## src/rtl/fpu_types_pkg.sv

```systemverilog
// Shared half-precision FPU types: field widths and the sign-injection opcode.
package fpu_types_pkg;

  localparam int unsigned HALF_FLOAT_W    = 16;
  localparam int unsigned HALF_EXPONENT_W = 5;
  localparam int unsigned HALF_FRACTION_W = 10;

  typedef enum logic [1:0] {
    Sgnj  = 2'd0,
    Sgnjn = 2'd1,
    Sgnjx = 2'd2
  } fpu_sgnj_type_t;

endpackage

```

## src/rtl/float_signinj_16bit.sv

```systemverilog
// Half-precision sign injection: magnitude from float1, sign derived per opcode.
module float_signinj_16bit
  import fpu_types_pkg::*;
(
  input  logic [HALF_FLOAT_W-1:0] float1,
  input  logic [HALF_FLOAT_W-1:0] float2,
  input  fpu_sgnj_type_t          sgnj_type,
  output logic [HALF_FLOAT_W-1:0] result
);

  localparam int unsigned MagW = HALF_EXPONENT_W + HALF_FRACTION_W;

  logic sign1, sign2, sign;

  assign sign1 = float1[HALF_FLOAT_W-1];
  assign sign2 = float2[HALF_FLOAT_W-1];

  always_comb begin
    sign = sign1;
    unique case (sgnj_type)
      Sgnj:    sign = sign2;
      Sgnjn:   sign = ~sign2;
      Sgnjx:   sign = sign1 ^ sign2;
      default: sign = sign1;
    endcase
  end

  // Exponent and fraction pass through untouched, so NaN payloads survive.
  assign result = {sign, float1[MagW-1:0]};

endmodule

```

## src/rtl/float_sgnj_arbiter.sv

```systemverilog
// Round-robin arbiter sharing one sign-injection unit among NUM_REQ requesters,
// with a single registered output stage and a delivered-result counter.
module float_sgnj_arbiter
  import fpu_types_pkg::*;
#(
  parameter int unsigned NUM_REQ = 2,
  parameter int unsigned ID_W    = $clog2(NUM_REQ)
) (
  input  logic                                  CLK,
  input  logic                                  RST,
  input  logic [NUM_REQ-1:0]                    req_valid,
  output logic [NUM_REQ-1:0]                    req_ready,
  input  logic [NUM_REQ-1:0][HALF_FLOAT_W-1:0]  req_float1,
  input  logic [NUM_REQ-1:0][HALF_FLOAT_W-1:0]  req_float2,
  input  fpu_sgnj_type_t [NUM_REQ-1:0]          req_sgnj_type,
  output logic                                  out_valid,
  input  logic                                  out_ready,
  output logic [HALF_FLOAT_W-1:0]               out_result,
  output logic [ID_W-1:0]                       out_id,
  output logic [15:0]                           busy_cnt
);

  logic [ID_W-1:0]         rr_ptr_q, rr_ptr_d;
  logic                    out_valid_q, out_valid_d;
  logic [HALF_FLOAT_W-1:0] out_result_q, out_result_d;
  logic [ID_W-1:0]         out_id_q, out_id_d;
  logic [15:0]             busy_cnt_q, busy_cnt_d;

  logic                    grant_valid;
  logic [ID_W-1:0]         grant_id;
  logic [ID_W-1:0]         scan_id;
  logic                    accept;
  logic [HALF_FLOAT_W-1:0] sgnj_result;

  // First valid requester at or after rr_ptr, wrapping modulo NUM_REQ.
  always_comb begin
    grant_valid = 1'b0;
    grant_id    = '0;
    scan_id     = '0;
    for (int k = 0; k < int'(NUM_REQ); k++) begin
      scan_id = ID_W'((int'(rr_ptr_q) + k) % int'(NUM_REQ));
      if (!grant_valid && req_valid[scan_id]) begin
        grant_valid = 1'b1;
        grant_id    = scan_id;
      end
    end
  end

  assign accept    = grant_valid && (!out_valid_q || out_ready) && !RST;
  assign req_ready = accept ? (NUM_REQ'(1) << grant_id) : '0;

  float_signinj_16bit u_signinj (
    .float1    (req_float1[grant_id]),
    .float2    (req_float2[grant_id]),
    .sgnj_type (req_sgnj_type[grant_id]),
    .result    (sgnj_result)
  );

  always_comb begin
    rr_ptr_d     = rr_ptr_q;
    out_valid_d  = out_valid_q;
    out_result_d = out_result_q;
    out_id_d     = out_id_q;
    busy_cnt_d   = busy_cnt_q;
    if (accept) begin
      out_valid_d  = 1'b1;
      out_result_d = sgnj_result;
      out_id_d     = grant_id;
      rr_ptr_d     = (grant_id == ID_W'(NUM_REQ - 1)) ? '0 : grant_id + ID_W'(1);
    end else if (out_ready) begin
      out_valid_d = 1'b0;
    end
    if (out_valid_q && out_ready) begin
      busy_cnt_d = busy_cnt_q + 16'd1;
    end
  end

  always_ff @(posedge CLK or posedge RST) begin
    if (RST) begin
      rr_ptr_q     <= '0;
      out_valid_q  <= 1'b0;
      out_result_q <= '0;
      out_id_q     <= '0;
      busy_cnt_q   <= '0;
    end else begin
      rr_ptr_q     <= rr_ptr_d;
      out_valid_q  <= out_valid_d;
      out_result_q <= out_result_d;
      out_id_q     <= out_id_d;
      busy_cnt_q   <= busy_cnt_d;
    end
  end

  assign out_valid  = out_valid_q;
  assign out_result = out_result_q;
  assign out_id     = out_id_q;
  assign busy_cnt   = busy_cnt_q;

endmodule
```

## config.mk

```make
export PLATFORM = sky130hd
export DESIGN_NAME = float_sgnj_arbiter
export DESIGN_NICKNAME = d
export VERILOG_FILES = /design/src/rtl/fpu_types_pkg.sv /design/src/rtl/float_signinj_16bit.sv /design/src/rtl/float_sgnj_arbiter.sv
export SDC_FILE = /design/constraint.sdc
export NUM_CORES = 1
export LEC_CHECK = 0
export CORE_MARGIN = 2
export CORE_UTILIZATION = 38
export DETAILED_ROUTE_END_ITERATION = 6
export PLACE_DENSITY_LB_ADDON = 0.25
export SLEW_MARGIN = 15
export SYNTH_ARGS = -nofsm -noshare
export SYNTH_HDL_FRONTEND = slang
export SYNTH_SLANG_ARGS = --single-unit
```

## constraint.sdc

```tcl
create_clock -name CLK -period 1.8 [get_ports CLK]
set_input_delay 0.27 -clock CLK [delete_from_list [all_inputs] [get_ports CLK]]
set_output_delay 0.27 -clock CLK [all_outputs]
set_load 0.01 [all_outputs]
```

==> Flow_metrics.wiki <==
{| class="wikitable"
! Metric !! Value
|-
| Initial antenna violation count || 0
|-
| Num rows || 23
|-
| Dpl hpwl || around 2900 um
|-
| Design internal power || between 1.5 and 2 mW
|-
| Setup fix buffers added after clock tree synthesis || 0
|-
| Number of max-slew violations in the final report || 0
|-
| Clock transition time at the flip-flop clock pins of the worst setup and hold paths || approximately 0.070 ns
|-
| Required time of the critical path || around 1.5 ns
|-
| Total number of clock tree sinks || 35
|-
| Final instance area || roughly 0.0027 mm2
|-
| Starting DRC count in detailed routing || 59
|-
| Most frequent cells in the layout || clkdlybuf4s50_1 (76), nand2_1 (40), dfrtp_1 (35), nor2_1 (21), a31oi_1 (15)
|-
| GPL Wtd Cong || ~0.74
|-
| Cell variety after synth || 31
|-
| Critical path peak fanout || 3
|-
| Max_slew headroom || between 70% and 80%
|-
| Run status || finished clean
|-
| Maximum clock rate || 580 MHz
|-
| Commonest register cell after synthesis || dfrtp_1
|-
| Wirelength per Cell || 12.1 um
|-
| I/O pin cnt || roughly 110
|-
| Class of the tightest hold or removal check || input port to async pin
|-
| Post-route fraction of the period consumed by the critical path || between 90% and 100%
|-
| Worst-case clock skew || approximately 0.0034 ns
|-
| Total track usage || approximately 17%
|-
| Wire length of the first global-routing pass || around 6500 um
|-
| Max Cap Violations || 0
|-
| Comb pwr share || 32.0%
|-
| CTS Root Buffer Type || clkbuf_8
|-
| Met2 track demand over resource || between 20% and 30%
|-
| I/O Buffers || 78
|-
| Fraction of registers with async set or reset after synthesis || between 90% and 100%
|-
| Commonest non-fill, non-tap cell in the layout || clkdlybuf4s50_1
|-
| Static leakage || around 1.2 nW
|-
| Number of search-and-repair iterations in the first detailed-routing pass || 4
|-
| Type of origin of the critical path || input port
|-
| Clock latency reported for the late side of the worst-skew pair || around 0.28 ns
|-
| End-of-flow core utilization || 65.0%
|-
| Vias || 1,478
|-
| Synthesized instance count || roughly 170
|-
| Per-instance average area after synthesis || slightly below 10 um2
|-
| Net switching fraction of the power || between 20 and 30%
|-
| Via count of the first global-routing pass || approximately 1,500
|-
| Min cycle time layout || between 1.5 and 2 ns
|-
| Number of nets in the synthesized netlist || 243
|-
| Clock tree from TritonCTS || done
|-
| Setup crit end kind || primary output
|-
| Antenna fix cells || 0
|-
| Pin count of the biggest net entering global routing || 36
|-
| Number of enable-type register cells in the synthesized netlist || 0
|-
| # setup viols final || 0
|-
| WP data arrival || 1.45 ns
|-
| Register bit total from synthesis || 35
|-
| Most Crowded Layer GR || met2
|-
| Hold-fix buffers at CTS || 0
|-
| Worst Setup Path Type || input port to primary output
|-
| Slew of the pin with the lowest slew margin || between 0.4 and 0.5 ns
|-
| Power density normalized to cell area || a little over 900 mW/mm2
|-
| Met3 Use GR || around 8%
|-
| Hold Violations, Final || 0
|-
| Met1 track demand over resource || a little under a fifth
|-
| Y dimension of the die || 69.7 um
|-
| Portion of the post-synthesis area used by sequential elements || between 50% and 60%
|-
| Cts bufs inserted || 5
|-
| Clock network fraction of total power || between 20% and 30%
|-
| Sw power || 0.713 mW
|-
| DRC violation count after routing || 0
|-
| Nets || 335
|-
| Core Region || 0.00409 mm2
|-
| Starting utilization of the core area || about two fifths
|-
| Detailed-route vias per instance || between 4 and 5
|-
| Placed cell area || between 0.002 and 0.003 mm2
|-
| Total wire length after detailed routing || approximately 3800 um
|-
| Total overflow reported by the global router || 0
|-
| Post-route ant nets || 0
|-
| Count of synthesis-stage warnings from yosys || 0
|-
| P&R area growth vs syn || 61.9%
|-
| Area of the die || about 0.0049 mm2
|-
| Die outline width || about 70 um
|-
| Depth of the CTS H-tree || 2
|-
| Worst-case clock buffer depth || 2
|-
| Share of power burned in registers || between 40% and 50%
|-
| Share of final-layout standard cells stronger than drive strength 1 || 11.8%
|-
| Mapped cell area || about 0.0016 mm2
|-
| VDD IR-drop max || approximately 0.42 mV
|}
## path summary, 6_finish.rpt
check	from	to	slack (ns)	cells past startpoint
max in group asynchronous	RST	out_result[1]	1.07	3
max	RST	req_ready[0]	0.08	5
max reg2reg	busy_cnt[0]	busy_cnt[6]	0.45	6
min reg2reg	busy_cnt[15]	busy_cnt[15]	0.47	1
min	RST	busy_cnt[1]	0.41	3
min in group CLK	busy_cnt[15]	busy_cnt[15]	0.47	1
## power by group through the flow
stage,clock (mW),combinational (mW),sequential [mW]
5_1_grt,0.668,0.853,1.08
4_1_cts,0.634,0.795,1.06
6_report,0.614,0.784,1.06
3_5_place_dp,0,0.793,1.07
3_3_place_gp,0,0.783,1.07
2_1_floorplan,0,0.270,1.12
## cells by family after synthesis
kind of cell,count (synthesis),synth area share [%]
AO/OA/AOI/OAI,25,11.4
adder cells (fa/ha/maj),1,0.763
AND/OR/NAND/NOR,83,23.0
multiplexers,1,0.686
XOR/XNOR,15,8.01
buffers and inverters,9,2.75
flip-flops,35,53.4
## cells in the mapped netlist, types with 3 or more instances
library cell,instances,share of area [%]
dfrtp_1,35,53
a31oi_1,15,5.7
xnor2_1,11,5.9
nor2b_1,3,1.1
nand3_1,7,2.1
inv_1,3,0.69
xor2_1,4,2.1
buf_2,3,0.92
nor2_1,22,5.0
nand2_1,40,9.2
## state kept, by name, summed over array words and instances (netlist names)
register	cells
busy_cnt	16
out_id	1
out_result	16
out_valid	1
rr_ptr_q	1
## cell type report
type | count | area (um2)
repair buffers | 90 | 878
flip-flops and latches | 35 | 876
inverters | 4 | 15.0
clock buffers | 8 | 100
multi-input cells | 125 | 724
fillers | 364 | 1430
well taps | 50 | 62.6
## timing repair
| action | in CTS | in global routing |
|---|---|---|
| resized for setup | 2 | 4 |
| setup endpoints to repair | 2 | 2 |
| gates cloned | 0 | 0 |
## worst max-delay path, cell delays in order
cell and delay (ns):
clkdlybuf4s50_1 0.41, o21bai_1 0.18, nand2b_1 0.20, nor2_1 0.13
clkdlybuf4s15_1 0.27
## routing by layer
layer | routed length [um] | vias up
met3 | 339 | 5
met4 | 24 | 0
met5 | 0 | -
li1 | - | 747
met1 | 1490 | 671
met2 | 1940 | 55
## per-stage QoR
| stage | total power [mW] | hold WS (ns) | setup slack, ns | setup TNS [ns] | std cells |
|---|---|---|---|---|---|
| finish | 2.45 | 0.410 | 0.0756 | 0 | 312 |
| global route | 2.60 | 0.504 | -0.0106 | -0.0106 | 312 |
| detailed placement | 1.87 | 0.473 | -0.241 | -0.425 | 304 |
| floorplan | 1.39 | 0.418 | 0.451 | 0 | 169 |
| global placement | 1.85 | 0.463 | -0.247 | -0.437 | 304 |
| CTS | 2.49 | 0.426 | 0.0377 | 0 | 312 |
Power figures use the tool's default switching activity.
